**config.mk**
```make
export PLATFORM = sky130hd
export DESIGN_NAME = pe_param
export DESIGN_NICKNAME = d
export VERILOG_FILES = /design/src/rtl/pe_pkg.sv /design/src/rtl/pe_round_shift.sv /design/src/rtl/pe_param.sv
export SDC_FILE = /design/constraint.sdc
export NUM_CORES = 1
export LEC_CHECK = 0
export BUFFER_PORTS_ARGS = -buffer_cell sky130_fd_sc_hd__buf_2
export CAP_MARGIN = 10
export CORE_MARGIN = 5
export CORE_UTILIZATION = 50
export DETAILED_ROUTE_END_ITERATION = 10
export GPL_ROUTABILITY_DRIVEN = 0
export MAX_ROUTING_LAYER = met4
export PLACE_DENSITY = 0.74
export SLEW_MARGIN = 20
export SYNTH_ARGS = -nofsm -noshare
export SYNTH_HDL_FRONTEND = slang
export SYNTH_HIERARCHICAL = 1
export SYNTH_SLANG_ARGS = --single-unit
```
**constraint.sdc**
```tcl
create_clock -name CLK -period 5.4 [get_ports CLK]
set_input_delay 0.27 -clock CLK [delete_from_list [all_inputs] [get_ports CLK]]
set_output_delay 0.27 -clock CLK [all_outputs]
set_load 0.005 [all_outputs]
```
**src/rtl/pe_pkg.sv**
```systemverilog
// pe_pkg: shared constants for the parametrised systolic processing element.
// Holds the dataflow encodings and the default datapath widths.
package pe_pkg;

  localparam logic DF_OS = 1'b0;
  localparam logic DF_WS = 1'b1;

  localparam int A_W_DEF  = 8;
  localparam int B_W_DEF  = 19;
  localparam int C_W_DEF  = 19;
  localparam int SH_W_DEF = 6;

endpackage

```
**src/rtl/pe_round_shift.sv**
```systemverilog
// pe_round_shift: combinational rounding arithmetic right shift used on the
// output-stationary drain path. Rounds half up (toward +inf) by adding
// 2^(s-1) before the shift, evaluated one bit wider so the bias never
// overflows. A shift of C_W or more drains to zero.
module pe_round_shift
  import pe_pkg::*;
#(
  parameter int C_W  = C_W_DEF,
  parameter int SH_W = SH_W_DEF
) (
  input  logic signed [C_W-1:0]  x,
  input  logic        [SH_W-1:0] sh,
  output logic signed [C_W-1:0]  y
);

  function automatic logic signed [C_W-1:0] round_shift(
    input logic signed [C_W-1:0]  val,
    input logic        [SH_W-1:0] s
  );
    logic signed [C_W:0]  ext;
    logic signed [C_W:0]  half;
    logic signed [C_W:0]  sum;
    logic        [SH_W-1:0] s_m1;
    logic signed [C_W-1:0] res;
    ext  = {val[C_W-1], val};
    s_m1 = s - SH_W'(1);
    half = '0;
    half[0] = 1'b1;
    half = half << s_m1;
    sum  = ext + half;
    sum  = sum >>> s;
    if (s == '0) begin
      res = val;
    end else if (int'(s) >= C_W) begin
      res = '0;
    end else begin
      res = sum[C_W-1:0];
    end
    return res;
  endfunction

  assign y = round_shift(x, sh);

endmodule

```
**src/rtl/pe_param.sv**
```systemverilog
// pe_param: parametrised systolic PE supporting output-stationary (OS) and
// weight-stationary (WS) dataflows with double-buffered c1/c2 registers
// selected by the propagate bit. Results drained in OS mode pass through a
// rounding arithmetic right shift applied only on a propagate flip.
// Optional macro PE_IO_REG_EN adds one register stage on every input and
// every output (latency 3 instead of 1).
module pe_param
  import pe_pkg::*;
#(
  parameter int A_W  = A_W_DEF,
  parameter int B_W  = B_W_DEF,
  parameter int C_W  = C_W_DEF,
  parameter int SH_W = SH_W_DEF
) (
  input  logic                   CLK,
  input  logic                   RST,
  input  logic signed [A_W-1:0]  in_a,
  input  logic signed [B_W-1:0]  in_b,
  input  logic signed [C_W-1:0]  in_d,
  input  logic                   in_valid,
  input  logic                   in_propagate,
  input  logic        [SH_W-1:0] in_shift,
  input  logic                   in_dataflow,
  output logic signed [A_W-1:0]  out_a,
  output logic signed [B_W-1:0]  out_b,
  output logic signed [C_W-1:0]  out_c,
  output logic                   out_valid,
  output logic                   out_propagate,
  output logic        [SH_W-1:0] out_shift,
  output logic                   out_dataflow
);

  localparam int AB_W  = A_W + B_W;
  localparam int AC_W  = A_W + C_W;
  localparam int ACC_W = ((AB_W > C_W) ? AB_W : C_W) + 1;
  localparam int WSB_W = ((AC_W > B_W) ? AC_W : B_W) + 1;

  // core input beat
  logic signed [A_W-1:0]  a_p0;
  logic signed [B_W-1:0]  b_p0;
  logic signed [C_W-1:0]  d_p0;
  logic                   vld_p0;
  logic                   prop_p0;
  logic        [SH_W-1:0] shift_p0;
  logic                   df_p0;

  // core output registers
  logic signed [A_W-1:0]  a_p1;
  logic signed [B_W-1:0]  b_p1;
  logic signed [C_W-1:0]  c_p1;
  logic                   vld_p1;
  logic                   prop_p1;
  logic        [SH_W-1:0] shift_p1;
  logic                   df_p1;

  // double-buffered accumulator/weight state
  logic signed [C_W-1:0]  c1;
  logic signed [C_W-1:0]  c2;
  logic                   last_prop;

  // ---- stage p0: optional input boundary registers ----
`ifdef PE_IO_REG_EN
  // Register every input so a standalone PE closes timing from its ports.
  always_ff @(posedge CLK) begin
    if (!RST) begin
      a_p0     <= '0;
      b_p0     <= '0;
      d_p0     <= '0;
      vld_p0   <= 1'b0;
      prop_p0  <= 1'b0;
      shift_p0 <= '0;
      df_p0    <= 1'b0;
    end else begin
      a_p0     <= in_a;
      b_p0     <= in_b;
      d_p0     <= in_d;
      vld_p0   <= in_valid;
      prop_p0  <= in_propagate;
      shift_p0 <= in_shift;
      df_p0    <= in_dataflow;
    end
  end
`else
  assign a_p0     = in_a;
  assign b_p0     = in_b;
  assign d_p0     = in_d;
  assign vld_p0   = in_valid;
  assign prop_p0  = in_propagate;
  assign shift_p0 = in_shift;
  assign df_p0    = in_dataflow;
`endif

  // core datapath
  logic                   flip;
  logic        [SH_W-1:0] offset;
  logic signed [AB_W-1:0] prod_ab;
  logic signed [C_W-1:0]  ws_w;
  logic signed [AC_W-1:0] prod_aw;
  logic signed [ACC_W-1:0] c1_acc_w;
  logic signed [ACC_W-1:0] c2_acc_w;
  logic signed [WSB_W-1:0] ws_sum_w;
  logic signed [C_W-1:0]  drain;
  logic signed [C_W-1:0]  drain_sh;
  logic signed [C_W-1:0]  c_nxt;
  logic signed [B_W-1:0]  b_nxt;

  // The shift is only meaningful on the beat where the buffers swap roles.
  assign flip   = (prop_p0 != last_prop);
  assign offset = flip ? shift_p0 : '0;

  assign prod_ab  = AB_W'(a_p0) * AB_W'(b_p0);
  assign c1_acc_w = ACC_W'(c1) + ACC_W'(prod_ab);
  assign c2_acc_w = ACC_W'(c2) + ACC_W'(prod_ab);

  // In WS the buffer not being preloaded holds the active weight.
  assign ws_w     = prop_p0 ? c2 : c1;
  assign prod_aw  = AC_W'(a_p0) * AC_W'(ws_w);
  assign ws_sum_w = WSB_W'(b_p0) + WSB_W'(prod_aw);

  assign drain = prop_p0 ? c1 : c2;

  pe_round_shift #(
    .C_W  (C_W),
    .SH_W (SH_W)
  ) u_round_shift (
    .x  (drain),
    .sh (offset),
    .y  (drain_sh)
  );

  assign c_nxt = (df_p0 == DF_WS) ? drain : drain_sh;
  assign b_nxt = (df_p0 == DF_WS) ? ws_sum_w[B_W-1:0] : b_p0;

  // Buffer state advances only on qualified beats; sums wrap to C_W.
  always_ff @(posedge CLK) begin
    if (!RST) begin
      c1        <= '0;
      c2        <= '0;
      last_prop <= 1'b0;
    end else if (vld_p0) begin
      last_prop <= prop_p0;
      if (df_p0 == DF_OS) begin
        if (prop_p0) begin
          c1 <= d_p0;
          c2 <= c2_acc_w[C_W-1:0];
        end else begin
          c2 <= d_p0;
          c1 <= c1_acc_w[C_W-1:0];
        end
      end else begin
        if (prop_p0) begin
          c1 <= d_p0;
        end else begin
          c2 <= d_p0;
        end
      end
    end
  end

  // ---- stage p1: core output registers (load every cycle) ----
  // Data and control copies move together to keep the systolic skew aligned.
  always_ff @(posedge CLK) begin
    if (!RST) begin
      a_p1     <= '0;
      b_p1     <= '0;
      c_p1     <= '0;
      vld_p1   <= 1'b0;
      prop_p1  <= 1'b0;
      shift_p1 <= '0;
      df_p1    <= 1'b0;
    end else begin
      a_p1     <= a_p0;
      b_p1     <= b_nxt;
      c_p1     <= c_nxt;
      vld_p1   <= vld_p0;
      prop_p1  <= prop_p0;
      shift_p1 <= shift_p0;
      df_p1    <= df_p0;
    end
  end

  // ---- stage p2: optional output boundary registers ----
`ifdef PE_IO_REG_EN
  // Extra output flop isolates the core from downstream routing.
  always_ff @(posedge CLK) begin
    if (!RST) begin
      out_a         <= '0;
      out_b         <= '0;
      out_c         <= '0;
      out_valid     <= 1'b0;
      out_propagate <= 1'b0;
      out_shift     <= '0;
      out_dataflow  <= 1'b0;
    end else begin
      out_a         <= a_p1;
      out_b         <= b_p1;
      out_c         <= c_p1;
      out_valid     <= vld_p1;
      out_propagate <= prop_p1;
      out_shift     <= shift_p1;
      out_dataflow  <= df_p1;
    end
  end
`else
  assign out_a         = a_p1;
  assign out_b         = b_p1;
  assign out_c         = c_p1;
  assign out_valid     = vld_p1;
  assign out_propagate = prop_p1;
  assign out_shift     = shift_p1;
  assign out_dataflow  = df_p1;
`endif

endmodule
```
## Word-level counts from Yosys, hierarchy flattened

Index checks and enable logic that the tools add are counted.

| operators by class | value |
|---|---|
| add/sub/neg operators | 5 |
| multipliers | 2 |
| order comparisons | 1 |
| eq/ne operators | 3 |
| shift-type cells | 2 |
| multiplexer cells | 13 |
| reductions and logical operators | 3 |

Operator list:

| kind | number |
|---|---|
| 19-bit two-way mux | 12 |
| 19-bit adder | 3 |
| 8-bit by 19-bit multiplier with 19-bit output | 2 |
| 19-bit by 20-bit adder with 20-bit output | 1 |
| 1-bit by 6-bit << shifter with 20-bit output, first input constant | 1 |
| 20-bit by 6-bit >>> shifter with 19-bit output | 1 |
| 6-bit by 5-bit greater-or-equal comparator with 1-bit output, second input constant | 1 |
| 6-bit zero test | 1 |
| 6-bit two-way mux | 1 |
| 6-bit by 1-bit subtractor with 6-bit output, second input constant | 1 |
| 2-bit != test, second input constant | 2 |
| 2-bit AND reduction | 2 |
| 1-bit != test | 1 |

| word-level totals | value |
|---|---|
| flip-flop bits (word level) | 94 |
| input port bits | 57 |
| output and inout bits | 55 |
| logic and storage cells | 39 |

## Depth between registers and ports, before layout

| depth | value |
|---|---|
| word-level depth | 9 |
| mapped depth | 29 |
| mapped depth without buffers | 27 |

## Modules after synthesis

Netlist, hierarchy kept.

By module, submodules not included:

| module | instances | cells an instance | area each (um2) | seq. area each (um2) |
|---|---|---|---|---|
| pe_param | 1 | 1525 | 13342.8 | 1881.8 |
| pe_round_shift | 1 | 351 | 2421.1 | 0.0 |

## Least setup slack after synthesis

OpenSTA, ideal clock, no wires.

| path | value |
|---|---|
| kind | input port to flip-flop |
| start point | in in_propagate |
| end point | reg b_p1[18], in the netlist out_b[18] |
| library setup time | 0.131 ns |
| data arrival time | 5.755 ns |
| required time | 5.269 ns |
| path slack | -0.486 ns |
| stages on the path | 20 |
| buffers on the path | 3 |
| cell sequence | buf_2 -> clkbuf_1 -> clkbuf_1 -> mux2i_1 -> nand2_1 -> fa_1 -> fa_1 -> inv_1 -> fa_1 -> fa_1 -> fa_1 -> ha_1 -> inv_1 -> o21ai_0 -> a21oi_1 -> o21ai_0 -> nor3_1 -> o31ai_1 -> xnor2_1 -> a21oi_1 |

| on the way | value |
|---|---|
| longest elaborated chain between the ends | 4 |

RTL lines:

| item | line | RTL |
|---|---|---|
| start: declaration | pe_param.sv:21 | `input logic in_propagate,` |
| 19-bit two-way mux | pe_param.sv:116 | `assign ws_w = prop_p0 ? c2 : c1;` |
| 8-bit by 19-bit multiplier with 19-bit output | pe_param.sv:117 | `assign prod_aw = AC_W'(a_p0) * AC_W'(ws_w);` |
| 19-bit adder | pe_param.sv:118 | `assign ws_sum_w = WSB_W'(b_p0) + WSB_W'(prod_aw);` |
| 19-bit two-way mux | pe_param.sv:132 | `assign b_nxt = (df_p0 == DF_WS) ? ws_sum_w[B_W-1:0] : b_p0;` |
| end signal: assignment | pe_param.sv:173 | `b_p1 <= b_nxt;` |
| end: declaration | pe_param.sv:49 | `logic signed [B_W-1:0] b_p1;` |

Every way passes these cells.
A chain may end at the register's enable or synchronous reset.

## Worst setup path after layout

| path | value |
|---|---|
| start point | in in_b[0] |
| end point | reg c2[17] |

| on the way | value |
|---|---|
| longest elaborated chain between the ends | 4 |

RTL lines:

| item | line | RTL |
|---|---|---|
| start: declaration | pe_param.sv:18 | `input logic signed [B_W-1:0] in_b,` |
| 8-bit by 19-bit multiplier with 19-bit output | pe_param.sv:111 | `assign prod_ab = AB_W'(a_p0) * AB_W'(b_p0);` |
| 19-bit adder | pe_param.sv:113 | `assign c2_acc_w = ACC_W'(c2) + ACC_W'(prod_ab);` |
| 19-bit two-way mux | pe_param.sv:143 | `if (prop_p0) begin` |
| 19-bit two-way mux | pe_param.sv:142 | `if (df_p0 == DF_OS) begin` |
| end signal: assignment | pe_param.sv:145 | `c2 <= c2_acc_w[C_W-1:0];` |
| end signal: assignment | pe_param.sv:147 | `c2 <= d_p0;` |
| end signal: assignment | pe_param.sv:154 | `c2 <= d_p0;` |
| end: declaration | pe_param.sv:58 | `logic signed [C_W-1:0] c2;` |

Every way passes these cells.

==> impl_metrics.csv <==
group,metric,value,unit
floorplanning,core_area,0.03131,sq mm
setup_path,crit_type,"input port to flip-flop",
finish,area_growth,22.30,%
placement,place_inst,2548,
worst_hold_path,worstHoldPathCells,2,
job,max-cap-violations,0,
setup_path,reg2reg_depth,18,
synthesis,synth.yosys.seq_area_share,11.94,%
synthesis,syn_inst,1876,
clock_tree,clk_latency,0.38,ns
drt,vias,14770,
drt,ant_nets,0,
global_routing,grt_use_total,28.33,%
pwr,netSwitchingPower,6.132,mW
setup_path,crit_required,5.65,ns
clock_tree,clock_path_buffers,2,
drt,first_pass_iters,6,
finish,antenna_cells,0,
global_routing,grt_max_degree,55,
global_routing,grt_pass1_wl,78580,microns
timing,min_period,5.475,ns
setup_path,r2r_start,"c1[3]$_SDFFE_PN0P_",
pwr,p_clk_share,4.9,%
timing,whs,0.1075,ns
clock_tree,post_cts_hold_buffer_count,0,
drt,wire_per_inst,19.11,microns
synthesis,syn_area_per_cell,8.403,sq um
placement,io_buffers,111,
finish,fin_nets,2544,
global_routing,gr-usage-met2,46.15,%
setup_path,start_kind,"input port",
global_routing,antenna_found_initial,0,
pwr,pwr-share-comb,88.0,%
setup_path,path_delay_family,"adder cells",
setup_path,critPathSlowestCell,"fa_1",
clock_tree,cts-buffers-inserted,9,
pwr,pwr-share-seq,7.1,%
finish,final_cells,2577,
worst_hold_path,hp-start,"in_shift[5]",
setup_path,crit_fanout,7,
status,status,"finished with violations",
setup_path,r2r_slack,0.15,ns
pwr,powerDensity,677.6,mW/mm^2
synthesis,synth_edf_count,0,
finish,multiInputGateArea,0.01310,sq mm
pwr,vdd_ir_drop_max,534.6,uV
drt,wl,49250,microns
global_routing,grt_pass1_vias,15070,
pwr,power,13.06,mW
floorplanning,start_util,50.35,%
timing,finalSetupViolCount,3,
finish,drive_gt1_share,25.43,%
finish,layout_commonest_cell,"buf_4",
synthesis,yosysTopAreaCell,"fa_1",
floorplanning,die_w,187.6,microns
worst_hold_path,hold_path_end,"out_shift[5]$_SDFF_PN0_",
synthesis,synth_top_area_share,22.60,%
placement,place_ws,-0.4968,ns
synthesis,async_reset_ff_share,0,%
global_routing,use_met1,34.80,%
clock_tree,cts.htree.levels,3,
synthesis,yosysWarnings,6,
setup_path,cp.arrival,5.72,ns
floorplanning,dieArea,0.03518,sq mm
placement,dp_hpwl,39750,microns
status,violations,"negative setup slack",
setup_path,timing.rr.end,"out_b[17]$_SDFF_PN0_",
setup_path,critPathMaxStageDelay,0.53,ns
pwr,switching_share,46.94,%
clock_tree,cts-root-buf,"clkbuf_16",
setup_path,cp_common_cell,"fa_1",
timing,drv_slew,0,
setup_path,cp_num_buf_inv,6,
pwr,p_int,6.932,mW
clock_tree,path_clk_slew,0.08,ns
worst_hold_path,hold_class,"input port to flip-flop",
clock_tree,cts.sinks,94,
finish,final_cell_mix,"buf_4, inv_1, nand2_1, fa_1, and2_1",
setup_path,cp-end-kind,"flip-flop",
drt,drt_iter0_drc,1340,
synthesis,synth-seq-cells,94,
placement,placed_area,0.01849,sq mm
timing,max_freq,182.6,MHz
timing,fin_setup_tns,-0.1166,ns
synthesis,synth.net_count,2249,
synthesis,synth_area,0.01576,sq mm
timing,slew_headroom,30.48,%
timing,rsz0062_at_grt,"true",
floorplanning,io_pins,112,
drt,drc,0,
drt,vias_per_cell,5.730,
timing,hold_viol_final,0,
timing,fin_ws,-0.07502,ns
global_routing,grt-busiest-layer,"met2",
global_routing,grt_remaining_overflow,0,
floorplanning,rows,65,
finish,nFillCells,2651,
timing,worstMarginPinSlew,1.037,ns
global_routing,gr-usage-met3,4.877,%
synthesis,synthTopCellsByArea,"fa_1, dfxtp_1, ha_1",
finish,register_area,0.001887,sq mm
synthesis,synthDistinctLibCells,88,
finish,postLayoutCoreUtil,61.57,%
pwr,p_leak,9.319,nW
synthesis,synthFlopType,"dfxtp_1",
timing,skew,0.01761,ns
floorplanning,fp.dieH,187.6,microns
timing,finalCritPeriodShare,101.4,%
clock_tree,cts_tree,"yes",
finish,stdcell_area,0.01928,sq mm
cell type report:
type,count,share of cell area (%)
multi-input combinational,1460,67.96
timing repair buffer,368,13.63
sequential,94,9.787
inverter,238,4.634
tap,402,2.609
clock buffer,11,1.207
clock inverter,4,0.1687
worst register-to-register path, cell delays in order, from the launching register on:
cell     delay [ns]
dfxtp_4        0.37
mux2_4         0.28
buf_4          0.15
or2_2          0.29
fa_1           0.55
inv_1          0.07
fa_2           0.58
fa_2           0.44
fa_2           0.39
ha_1           0.34
ha_4           0.24
buf_4          0.15
a21o_1         0.15
a21o_1         0.19
a211o_1        0.30
a21o_1         0.19
a31oi_2        0.21
xor2_1         0.17
o21ai_1        0.07
sequential cells by signal, summed over array words and instances (netlist names), 6 cells and up:
signal,cells
c1,19
c2,19
out_b,19
out_c,19
out_a,8
out_shift,6
cell usage after synthesis, drive strengths merged (13+ instances only):
master,n
fa,178
mux2i,31
o211ai,16
ha,138
a21boi,25
inv,235
a31oi,18
nor3b,19
nor2b,29
nand3,13
mux2,50
dfxtp,94
nand2b,14
buf,14
nand2,184
a21oi,87
and2,155
a21o,22
xnor2,68
or2,14
nor2,129
nor3,23
clkbuf,70
o21ai,63
o221ai,21
xor2,36
kinds of logic (layout without fill, tap and decap cells):
kind of cell	after synthesis	count (layout)	share of synthesized area, %
adders and majority gates	316	316	33.56
buffers and inverters	322	621	7.739
xor gates and xnor gates	105	105	6.231
AOI/OAI and AO/OA	334	334	14.51
muxes	83	83	5.873
and+or+nand+nor	622	622	20.15
DFF	94	94	11.94
worst max path at each step:
| stage | startpoint | endpoint | cells after the start |
|---|---|---|---|
| global placement | in_b[5] | c2[18]$_SDFFE_PN0P_ | 24 |
| global route | in_b[3] | c2[18]$_SDFFE_PN0P_ | 26 |
| detailed placement | in_b[5] | c2[18]$_SDFFE_PN0P_ | 23 |
| CTS | c1[4]$_SDFFE_PN0P_ | out_b[17]$_SDFF_PN0_ | 18 |
| floorplan | in_a[7] | c2[18]$_SDFFE_PN0P_ | 25 |
| finish | in_b[0] | c2[17]$_SDFFE_PN0P_ | 26 |
timing repair:
| item | CTS | global route |
|---|---|---|
| buffers inserted | 3 | 11 |
| cloned | 0 | 0 |
| pin swaps | 2 | 48 |
| gates resized for setup | 12 | 94 |
| setup endpoints to repair | 3 | 15 |
per-layer routing:
metal | part of all wire, % | routed length, microns | vias to the layer above
met3 | 8.0 | 3948 | 143
met2 | 48 | 23470 | 688
met4 | 5.1 | 2516 | 0
met1 | 39 | 19320 | 7130
met5 | 0 | 0 | -
li1 | - | - | 6805
power groups by stage:
stage	Clock [mW]	Combinational (mW)	Sequential, mW
finish	0.638	11.5	0.933
global route	0.681	12.6	0.943
floorplan	0	6.49	0.923
CTS	0.653	10.5	0.926
global placement	0	9.98	0.939
detailed placement	0	10.3	0.941
Power figures use the tool's default switching activity.
